**src/rtl/hack_cpu_ctrl.sv**
```systemverilog
// Hack CPU control core: holds A, D and PC, decodes A-/C-instructions,
// drives the external ALU and resolves memory writes and jumps.
module hack_cpu_ctrl #(
    parameter int WIDTH    = 16,
    parameter int PC_WIDTH = 16
) (
    input  logic                clock,
    input  logic                reset,
    input  logic                instr_valid,
    input  logic [WIDTH-1:0]    instruction,
    input  logic [WIDTH-1:0]    inM,
    input  logic [WIDTH-1:0]    alu_out,
    input  logic                alu_zr,
    input  logic                alu_ng,
    output logic [WIDTH-1:0]    alu_x,
    output logic [WIDTH-1:0]    alu_y,
    output logic                alu_zx,
    output logic                alu_nx,
    output logic                alu_zy,
    output logic                alu_ny,
    output logic                alu_f,
    output logic                alu_no,
    output logic [WIDTH-1:0]    outM,
    output logic                writeM,
    output logic [WIDTH-1:0]    addressM,
    output logic [PC_WIDTH-1:0] pc
);

    logic [WIDTH-1:0]    a_reg;
    logic [WIDTH-1:0]    d_reg;
    logic [PC_WIDTH-1:0] pc_reg;

    logic is_c;
    logic a_bit;
    logic dest_a;
    logic dest_d;
    logic dest_m;
    logic jump;

    // Bits 14:13 of a C-instruction carry no meaning in the Hack encoding.
    logic unused_bits;
    assign unused_bits = ^instruction[14:13];

    // Instruction decode and ALU / memory interface drive.
    always_comb begin
        is_c   = instruction[15];
        a_bit  = is_c & instruction[12];
        dest_a = is_c & instruction[5];
        dest_d = is_c & instruction[4];
        dest_m = is_c & instruction[3];
        jump   = is_c & ((instruction[2] & alu_ng) |
                         (instruction[1] & alu_zr) |
                         (instruction[0] & ~alu_zr & ~alu_ng));

        alu_x  = d_reg;
        alu_y  = a_bit ? inM : a_reg;
        {alu_zx, alu_nx, alu_zy, alu_ny, alu_f, alu_no} =
            is_c ? instruction[11:6] : '0;

        outM     = alu_out;
        addressM = a_reg;
        writeM   = instr_valid & ~reset & dest_m;
        pc       = pc_reg;
    end

    // Register update: A, D and PC advance only on a valid instruction;
    // the jump target is taken from A before any dest-A write lands.
    always_ff @(posedge clock) begin
        if (reset) begin
            a_reg  <= '0;
            d_reg  <= '0;
            pc_reg <= '0;
        end else if (instr_valid) begin
            if (!is_c) begin
                a_reg  <= instruction;
                pc_reg <= pc_reg + PC_WIDTH'(1);
            end else begin
                if (dest_a) a_reg <= alu_out;
                if (dest_d) d_reg <= alu_out;
                pc_reg <= jump ? a_reg[PC_WIDTH-1:0] : pc_reg + PC_WIDTH'(1);
            end
        end
    end

endmodule

```
**config.mk**
```make
export PLATFORM = sky130hd
export DESIGN_NAME = hack_cpu_ctrl
export DESIGN_NICKNAME = d
export VERILOG_FILES = /design/src/rtl/hack_cpu_ctrl.sv
export SDC_FILE = /design/constraint.sdc
export NUM_CORES = 1
export LEC_CHECK = 0
export CAP_MARGIN = 20
export CORE_MARGIN = 2
export CORE_UTILIZATION = 40
export CTS_CLUSTER_SIZE = 10
export DETAILED_ROUTE_END_ITERATION = 10
export PLACE_DENSITY = 0.87
export SYNTH_ARGS = -nofsm -noshare
export SYNTH_HDL_FRONTEND = slang
export SYNTH_SLANG_ARGS = --single-unit
```
**constraint.sdc**
```tcl
create_clock -name clock -period 2.05 [get_ports clock]
set_input_delay 0.41 -clock clock [delete_from_list [all_inputs] [get_ports clock]]
set_output_delay 0.41 -clock clock [all_outputs]
set_load 0.03 [all_outputs]
```
==> impl_metrics.yaml, run 1 <==
finish:
  drive_gt1_share_pct: 20.64
  stdcell_area_sq_um: 4382
  fin_util_pct: 65.21
  nFillCells: 547
  syn_to_final_growth_pct: 60.20
  stdcell_count: 550
  nNetsFinal: 523
  layout_common_cells: "110 x clkdlybuf4s50_1, 48 x dfxtp_1, 41 x nand2_1"
  layout_commonest_cell: "clkdlybuf4s50_1"
  diodes: 0
critical_path:
  crit_chain: "clkdlybuf4s50_1 -> clkdlybuf4s50_1"
  crit_buf_inv: 2
  rr_startpoint: "pc[9]"
  r2r_slack_ns: 0.24
  reg2regPathDepth: 4
  path_class: "in2out"
  rr_endpoint: "pc[12]"
  critPathMaxFanout: 2
  critPathMaxStageDelay_ns: 0.68
  crit_required_ns: 1.64
  path_common_cell: "clkdlybuf4s50_1"
  critPathArrivalTime_ns: 1.60
  start_kind: "input pin"
  critPathSlowestCell: "clkdlybuf4s50_1"
  crit_path_end_kind: "primary output"
  critical_path.top_delay_family: "buffers and inverters"
yosys:
  synthMuxAreaShare_pct: 15.74
  syn-instance-count: 325
  syn_area_sq_um: 2735
  avgSynthCellArea_sq_um: 8.416
  synthAdderAreaFrac_pct: 0.4575
  synthXorXnorAreaFrac_pct: 0
  yosysUniqueCellTypes: 46
  synth_compound_area_share_pct: 18.12
  async_flop_share_pct: 0
  yosys_register_bits: 48
  synth_nets: 379
  synth_top_family_by_area: "simple AND/OR/NAND/NOR gates"
  synth_edf_count: 0
  dominantRegCellSynth: "dfxtp_1"
  yosys.area_share.simple_pct: 21.36
  ys_seq_area_share_pct: 35.13
  ys.warnings.count: 0
route:
  vias: 2950
  drc_errors: 0
  routedWlPerCell_microns: 16.13
  drt-total-wl_microns: 8874
  drt-vias-per-instance: 5.364
  drt_iter0_markers: 166
  first_pass_iters: 4
  ant_nets: 0
status:
  status: "finished clean"
timing:
  slew_violations: 0
  maxSlewHeadroom_pct: 71.41
  tightest_slew_ns: 0.4289
  post-route-min-period_ns: 2.009
  max_freq_mhz: 497.9
  rsz0062_at_grt: "false"
  fin_crit_sh_pct: 97.98
  finalSetupTns_ns: 0
  setup_viol: 0
  fin_skew_ns: 0.005121
  hold_viol_final: 0
clocking:
  holdBufCountCts: 0
  clk_pin_slew_ns: 0.09
  htreeDepth: 2
  cts_sinks: 48
  clockBufferDepth: 2
  clock_latency_ns: 0.30
  cts_root_buffer: "clkbuf_8"
  cts_tree: "yes"
  numCtsBuffers: 5
  cts_setup_buffers: 0
grt:
  track_usage_pct: 23.11
  grt_max_degree: 40
  grt_pass1_vias: 2859
  grt_overflow: 0
  grt_pass1_wl_microns: 13940
  antenna_found_initial: 0
floorplan:
  core_sq_um: 6719
  die_area_sq_um: 7515
  die_height_microns: 86.69
  fp.dieW_microns: 86.69
  initial_utilization_pct: 40.71
  row_count: 30
  boundaryPins: 140
hold_path:
  hold_start: "reset"
  hold_path.class: "in2reg"
  min_to: "addressM[1]"
  hold_depth: 2
place:
  gp_congestion: 0.8112
  portBuffers: 139
  dp_cells: 541
  placed_cell_area_sq_um: 4328
  place_hpwl_microns: 6650
power_and_ir_drop:
  vdd_drop_max_v: 0.0004925
  p_per_area_nw_per_um2: 554.2
  leakage_nw: 1.749
  p_total_mw: 2.428
flow_run:
  maxCapViolCount: 0
==> timing repair <==
| action | in CTS | in global routing |
|---|---|---|
| pin swaps | 0 | 0 |
| gates cloned | 1 | 0 |
| gates resized for setup | 85 | 1 |
| endpoints found under the setup margin | 17 | 3 |
==> cell usage after synthesis, types with 2 or more instances <==
master	n	area (sq um)
nor2b_1	6	37.54
o2bb2ai_1	4	35.03
mux2i_1	25	250.2
a21oi_1	18	90.09
or3_1	2	12.51
o21ai_0	9	45.04
a21boi_0	3	22.52
nand3_1	7	35.03
nor4_1	4	25.02
and4_1	2	17.52
buf_4	17	127.6
and2_1	7	43.79
nand2_1	42	157.7
a221oi_1	3	26.28
clkbuf_1	17	63.81
or4_4	2	22.52
mux2_2	16	180.2
nor3_1	8	40.04
dfxtp_1	48	960.9
nor2_1	22	82.58
buf_2	3	15.01
and3_1	2	12.51
a211oi_1	14	105.1
inv_1	11	41.29
o21a_1	4	30.03
o32ai_1	5	43.79
nand2b_1	2	12.51
nand4_1	4	25.02
==> area by class of cell <==
type	instances	area (sq um)	area share, %
Timing Repair Buffer	175	1655	37.78
Multi-Input combinational cell	228	1530	34.92
Sequential cell	48	960.9	21.93
Tap cell	80	100.1	2.284
Clock buffer	7	86.33	1.970
Inverter	11	41.29	0.9423
Clock inverter	1	7.507	0.1713
==> worst max path at each step <==
| stage | from | endpoint | slack, ns | cells past startpoint |
|---|---|---|---|---|
| after CTS | alu_out[5] | outM[5] | 0.04 | 2 |
| after global placement | instruction[12] | alu_y[10] | -0.39 | 5 |
| after detailed placement | instruction[12] | alu_y[2] | -0.45 | 5 |
| after floorplan | pc[0] | pc[12] | 0.05 | 5 |
| after global routing | alu_out[12] | outM[12] | 0.01 | 2 |
| final | alu_out[5] | outM[5] | 0.04 | 2 |
==> through the flow <==
stage / setup slack (ns) / hold slack [ns]
floorplan: 0.05300 / 0.5460
global placement: -0.3918 / 0.4402
detailed placement: -0.4546 / 0.4492
CTS: 0.03645 / 0.4231
global route: 0.01006 / 0.4283
finish: 0.04140 / 0.4318
==> worst reg2reg max path: cells and delay by family, from the launching register on <==
| family | cells | cell delay [ns] |
|---|---|---|
| AO/OA/AOI/OAI | 1 | 0.07 |
| flip-flops | 1 | 0.46 |
| AND/OR/NAND/NOR | 3 | 1.23 |
==> per-layer routing <==
layer | global-route usage (%) | vias up | wire length [microns]
li1 | - | 1446 | -
met1 | 29.66 | 1388 | 3697
met2 | 39.72 | 107 | 4544
met3 | 4.952 | 9 | 573
met4 | 5.256 | 0 | 58
met5 | 0 | - | 0
==> cells by family (layout without fill, tap and decap cells) <==
family                   after synthesis  count (layout)
buffers and inverters                 49             194
multiplexers                          41              41
AO/OA/AOI/OAI                         70              70
adder cells (fa/ha/maj)                1               1
flip-flops                            48              48
AND/OR/NAND/NOR                      116             116
==> power by group <==
part           switching [mW]  total, mW  internal (mW)  leakage, nW
sequential             0.0514       1.03          0.979        0.393
clock                   0.324      0.599          0.275       0.0445
combinational           0.426      0.800          0.374         1.31
total                   0.801       2.43           1.63         1.75
Power figures use the tool's default switching activity.
==> run 2: changes to the inputs <==
--- a/config.mk
+++ b/config.mk
@@ -5,12 +5,13 @@
 export SDC_FILE = /design/constraint.sdc
 export NUM_CORES = 1
 export LEC_CHECK = 0
+export ABC_AREA = 1
 export CAP_MARGIN = 20
 export CORE_MARGIN = 2
-export CORE_UTILIZATION = 40
+export CORE_UTILIZATION = 41
 export CTS_CLUSTER_SIZE = 10
 export DETAILED_ROUTE_END_ITERATION = 10
-export PLACE_DENSITY = 0.87
+export PLACE_DENSITY = 0.82
 export SYNTH_ARGS = -nofsm -noshare
 export SYNTH_HDL_FRONTEND = slang
 export SYNTH_SLANG_ARGS = --single-unit
==> impl_metrics.yaml, run 2 <==
yosys:
  yosys_register_bits: 48
  async_flop_share_pct: 0
  synth_edf_count: 0
  ys_seq_area_share_pct: 34.15
  synth_top_area_share_pct: 34.15
  synth.area.top_cells: "dfxtp_1 34%, nand2_1 15%, inv_1 8.4%"
  syn-instance-count: 444
  dominantRegCellSynth: "dfxtp_1"
  synth_top_cell_by_area: "dfxtp_1"
  syn_area_sq_um: 2814
  avgSynthCellArea_sq_um: 6.338
  synth.most_common_cell: "nand2_1"
  synth_common_cells: "114 x nand2_1, 63 x inv_1, 48 x dfxtp_1"
  synth_nets: 498
  yosysUniqueCellTypes: 27
  ys.warnings.count: 0
critical_path:
  critical_path.top_delay_family: "buffers and inverters"
  crit_required_ns: 1.64
  critPathArrivalTime_ns: 1.60
  start_kind: "input pin"
  crit_path_end_kind: "primary output"
  critPathSlowestCell: "clkdlybuf4s50_1"
  path_common_cell: "clkdlybuf4s50_1"
  critPathMaxFanout: 3
  crit_chain: "clkdlybuf4s50_1 -> clkdlybuf4s50_1"
  path_class: "in2out"
  crit_buf_inv: 2
  critPathMaxStageDelay_ns: 0.69
status:
  status: "finished clean"
clocking:
  htreeDepth: 2
  clk_pin_slew_ns: 0.10
  cts_tree: "yes"
  cts_sinks: 48
  numCtsBuffers: 5
  cts_root_buffer: "clkbuf_8"
  holdBufCountCts: 0
  clockBufferDepth: 2
  clock_latency_ns: 0.32
place:
  post-place-ws_ns: -0.02630
  dp_cells: 654
  gp_congestion: 0.8628
  place_hpwl_microns: 7214
  portBuffers: 139
floorplan:
  die_height_microns: 86.85
  row_count: 30
  fp.dieW_microns: 86.85
  core_sq_um: 6719
  boundaryPins: 140
  die_area_sq_um: 7542
  initial_utilization_pct: 41.88
timing:
  fin_crit_sh_pct: 98.07
  post-route-min-period_ns: 2.010
  hold_viol_final: 0
  max_freq_mhz: 497.4
  layout_setup_ws_ns: 0.03959
  tightest_slew_ns: 0.3699
  setup_viol: 0
  slew_violations: 0
  fin_skew_ns: 0.01057
  maxSlewHeadroom_pct: 75.26
  rsz0062_at_grt: "false"
route:
  drt-total-wl_microns: 9807
  ant_nets: 0
  drt-vias-per-instance: 5.218
  drc_errors: 0
  vias: 3470
  first_pass_iters: 5
  routedWlPerCell_microns: 14.75
  drt_iter0_markers: 256
power_and_ir_drop:
  p_per_area_nw_per_um2: 628.3
  vdd_drop_max_v: 0.0005352
  p_seq_share_pct: 37.2
  switchingPower_mw: 0.9400
  clkPwrFrac_pct: 29.6
  intPower_mw: 1.904
  pwr-share-comb_pct: 33.2
  leakage_nw: 1.972
  swShare_pct: 33.06
grt:
  track_usage_pct: 25.72
  grt_pass1_vias: 3334
  grt_pass1_wl_microns: 15410
  antenna_found_initial: 0
  grt_max_degree: 31
  grt_overflow: 0
finish:
  layout_commonest_cell: "nand2_1"
  nNetsFinal: 638
  diodes: 0
  layout_common_cells: "113 x nand2_1, 112 x clkdlybuf4s50_1, 63 x inv_1"
  stdcell_count: 665
  syn_to_final_growth_pct: 60.83
  drive_gt1_share_pct: 15.38
flow_run:
  maxCapViolCount: 0
hold_path:
  hold_path.class: "in2reg"
==> run 2: cell count changes after synthesis, sizes merged, moves of 7 or more <==
cell / delta
nand2: +76
nor3: -8
o21ai: +30
nor2: +9
a211oi: -14
mux2i: -25
and2: -7
a21oi: +28
buf: +8
a31oi: +14
mux2: -13
inv: +55
clkbuf: -8
nand3: +23
==> run 2: layout make-up <==
cell class	count	area, sq um
fillers	538	2193
repair buffers	171	1669
multi-input cells	292	1410
flip-flops and latches	48	960.9
inverters	66	247.7
well taps	80	100.1
clock buffers	5	68.82
clock inverters	3	68.82
==> run 2: power by group through the flow <==
stage | clock network, mW | logic [mW] | registers, mW
after floorplan | 0 | 0.381 | 1.18
after global placement | 0 | 0.893 | 1.07
after detailed placement | 0 | 0.907 | 1.08
after CTS | 0.846 | 0.922 | 1.06
after global routing | 0.881 | 1.01 | 1.07
final | 0.841 | 0.944 | 1.06
==> run 2: kinds of logic after synthesis <==
logic type	Yosys count	share of synthesized area (%)
AOI/OAI and AO/OA	102	19.12
xor gates and xnor gates	2	0.6226
adders and majority gates	1	0.4446
buffers and inverters	104	16.90
DFF	48	34.15
muxes	3	1.200
and+or+nand+nor	184	27.57
==> run 2: repair_timing <==
| item | CTS | global route |
|---|---|---|
| pin swaps | 1 | 1 |
| endpoints found under the setup margin | 3 | 16 |
| setup buffers | 0 | 1 |
| gates resized for setup | 3 | 12 |
| gates cloned | 1 | 1 |
==> run 2: stage by stage <==
stage / power [mW] / TNS, ns / cell area (sq um) / util [%] / hold slack, ns
after floorplan: 1.561 / 0 / 2814 / - / 0.4791
after global placement: 1.967 / -0.06403 / 4274 / 63.61 / 0.4295
after detailed placement: 1.983 / -0.06843 / 4274 / 63.61 / 0.4377
after CTS: 2.825 / -0.01655 / 4449 / 66.22 / 0.4521
after global routing: 2.953 / 0 / 4526 / 67.36 / 0.4184
final: 2.843 / 0 / 4526 / 67.36 / 0.4086
==> run 2: path summary, 6_finish.rpt <==
check,from,to,slack [ns],cells past startpoint
worst max-delay path,alu_out[11],outM[11],0.04,2
worst min-delay path,instruction[12],addressM[12],0.41,3
worst max register to register,pc[7],pc[11],0.56,8
worst min register to register,alu_x[6],alu_x[6],0.45,2
==> run 2: layer usage <==
metal  vias up  global-route usage, %  part of all wire, %
met5         -                      0                    0
met4         0                  10.23                  2.9
met3        26                  7.048                  7.6
met2       148                  44.76                   50
met1      1614                  29.69                   39
li1       1682                      -                    -
==> run 3: changes to the inputs <==
--- a/config.mk
+++ b/config.mk
@@ -7,11 +7,13 @@
 export LEC_CHECK = 0
 export ABC_AREA = 1
 export CAP_MARGIN = 20
+export CELL_PAD_IN_SITES_DETAIL_PLACEMENT = 0
+export CELL_PAD_IN_SITES_GLOBAL_PLACEMENT = 1
 export CORE_MARGIN = 2
-export CORE_UTILIZATION = 41
+export CORE_UTILIZATION = 27
 export CTS_CLUSTER_SIZE = 10
 export DETAILED_ROUTE_END_ITERATION = 10
-export PLACE_DENSITY = 0.82
+export PLACE_DENSITY_LB_ADDON = 0.1
 export SYNTH_ARGS = -nofsm -noshare
 export SYNTH_HDL_FRONTEND = slang
 export SYNTH_SLANG_ARGS = --single-unit
==> impl_metrics.yaml, run 3 (synthesized netlist as in run 2, its figures left out) <==
status:
  status: "finished clean"
finish:
  fin_util_pct: 44.54
  drive_gt1_share_pct: 14.65
  layout_commonest_cell: "clkdlybuf4s50_1"
  layout_common_cells: "114 x clkdlybuf4s50_1, 113 x nand2_1, 63 x inv_1"
  stdcell_count: 724
  syn_to_final_growth_pct: 61.94
  register_area_sq_um: 960.9
  nFillCells: 1079
  nNetsFinal: 641
  multi_input_area_sq_um: 1394
critical_path:
  path_common_cell: "clkdlybuf4s50_1"
  critPathSlowestCell: "clkdlybuf4s50_1"
  critical_path.top_delay_family: "buffers and inverters"
  critPathMaxFanout: 2
  critPathArrivalTime_ns: 1.59
  crit_chain: "clkdlybuf4s50_1 -> clkdlybuf4s50_1"
  path_class: "in2out"
  critPathMaxStageDelay_ns: 0.68
  crit_buf_inv: 2
  crit_path_end_kind: "primary output"
  start_kind: "input pin"
  crit_required_ns: 1.64
route:
  drt-vias-per-instance: 4.471
  drc_errors: 0
  first_pass_iters: 4
  routedWlPerCell_microns: 13.77
  ant_nets: 0
  drt-total-wl_microns: 9971
  vias: 3237
  drt_iter0_markers: 154
clocking:
  clockBufferDepth: 2
  cts_sinks: 48
  numCtsBuffers: 5
  holdBufCountCts: 0
  htreeDepth: 2
  clk_pin_slew_ns: 0.09
  cts_tree: "yes"
  clock_latency_ns: 0.31
  cts_root_buffer: "clkbuf_8"
  cts_setup_buffers: 0
timing:
  post-route-min-period_ns: 2.004
  setup_viol: 0
  hold_viol_final: 0
  rsz0062_at_grt: "false"
  slew_violations: 0
  fin_crit_sh_pct: 97.78
  fin_skew_ns: 0.007234
  max_freq_mhz: 498.9
  tightest_slew_ns: 0.3632
  maxSlewHeadroom_pct: 75.71
  layout_setup_ws_ns: 0.04559
floorplan:
  die_area_sq_um: 11260
  die_height_microns: 106.1
  core_sq_um: 10230
  fp.dieW_microns: 106.1
  initial_utilization_pct: 27.50
  boundaryPins: 140
  row_count: 37
grt:
  grt_overflow: 0
  grt_max_degree: 33
  antenna_found_initial: 1
  grt_pass1_wl_microns: 15900
  grt_pass1_vias: 3137
  track_usage_pct: 17.73
place:
  dp_cells: 715
  portBuffers: 139
  place_hpwl_microns: 7572
  post-place-ws_ns: -0.08209
  gp_congestion: 0.7997
power_and_ir_drop:
  vdd_drop_max_v: 0.0003541
  p_per_area_nw_per_um2: 615.1
  leakage_nw: 1.954
hold_path:
  hold_path.class: "reg2reg"
flow_run:
  maxCapViolCount: 0
## run 3: worst paths after layout
path	startpoint	to	depth (start not counted)	slack [ns]
hold / removal	alu_x[0]	alu_x[0]	2	0.45
setup reg to reg	pc[1]	pc[8]	8	0.56
setup / recovery	alu_out[15]	outM[15]	2	0.05
hold reg to reg	alu_x[0]	alu_x[0]	2	0.45
## run 3: final cells by class
cell class                      count  share of cell area, %
Tap cell                          136                  3.734
Multi-Input combinational cell    292                  30.59
Antenna cell                        1                0.05491
Inverter                           66                  5.437
Sequential cell                    48                  21.09
Clock buffer                        5                  1.510
Timing Repair Buffer              174                  36.27
Clock inverter                      2                  1.318
## run 3: power breakdown
group	total, mW	switching, mW	internal (mW)
Combinational	0.926	0.518	0.408
Clock	0.824	0.344	0.481
Sequential	1.05	0.0590	0.993
## run 3: worst reg2reg max path, stage by stage (launching register included)
cell	delay, ns
dfxtp_1	0.42
ha_1	0.21
nand2_2	0.10
nor2_4	0.16
nand2_1	0.09
or2_0	0.19
nand3_1	0.08
nand2_1	0.08
a21oi_2	0.11
## run 3: metal layers
metal	global-route usage [%]	wire length (microns)	share of wire (%)	vias to the layer above
li1	-	-	-	1690
met1	22.55	4507	45	1437
met2	29.40	4632	46	102
met3	5.641	727	7.3	8
met4	3.853	104	1.0	0
met5	0	0	0	-
## run 3: per-stage QoR
step	hold WS, ns	instance area [sq um]	power, mW	setup TNS (ns)
after floorplan	0.4791	2814	1.561	0
after global placement	0.4310	4399	1.998	-0.2716
after detailed placement	0.4375	4399	2.001	-0.4228
after CTS	0.4548	4537	2.833	0
after global routing	0.4716	4554	2.952	0
final	0.4495	4557	2.803	0
## run 3: repair_timing
action / in CTS / in global routing
gates cloned: 0 / 1
resized for setup: 4 / 4
pin swaps: 1 / 1
setup endpoints to repair: 7 / 6
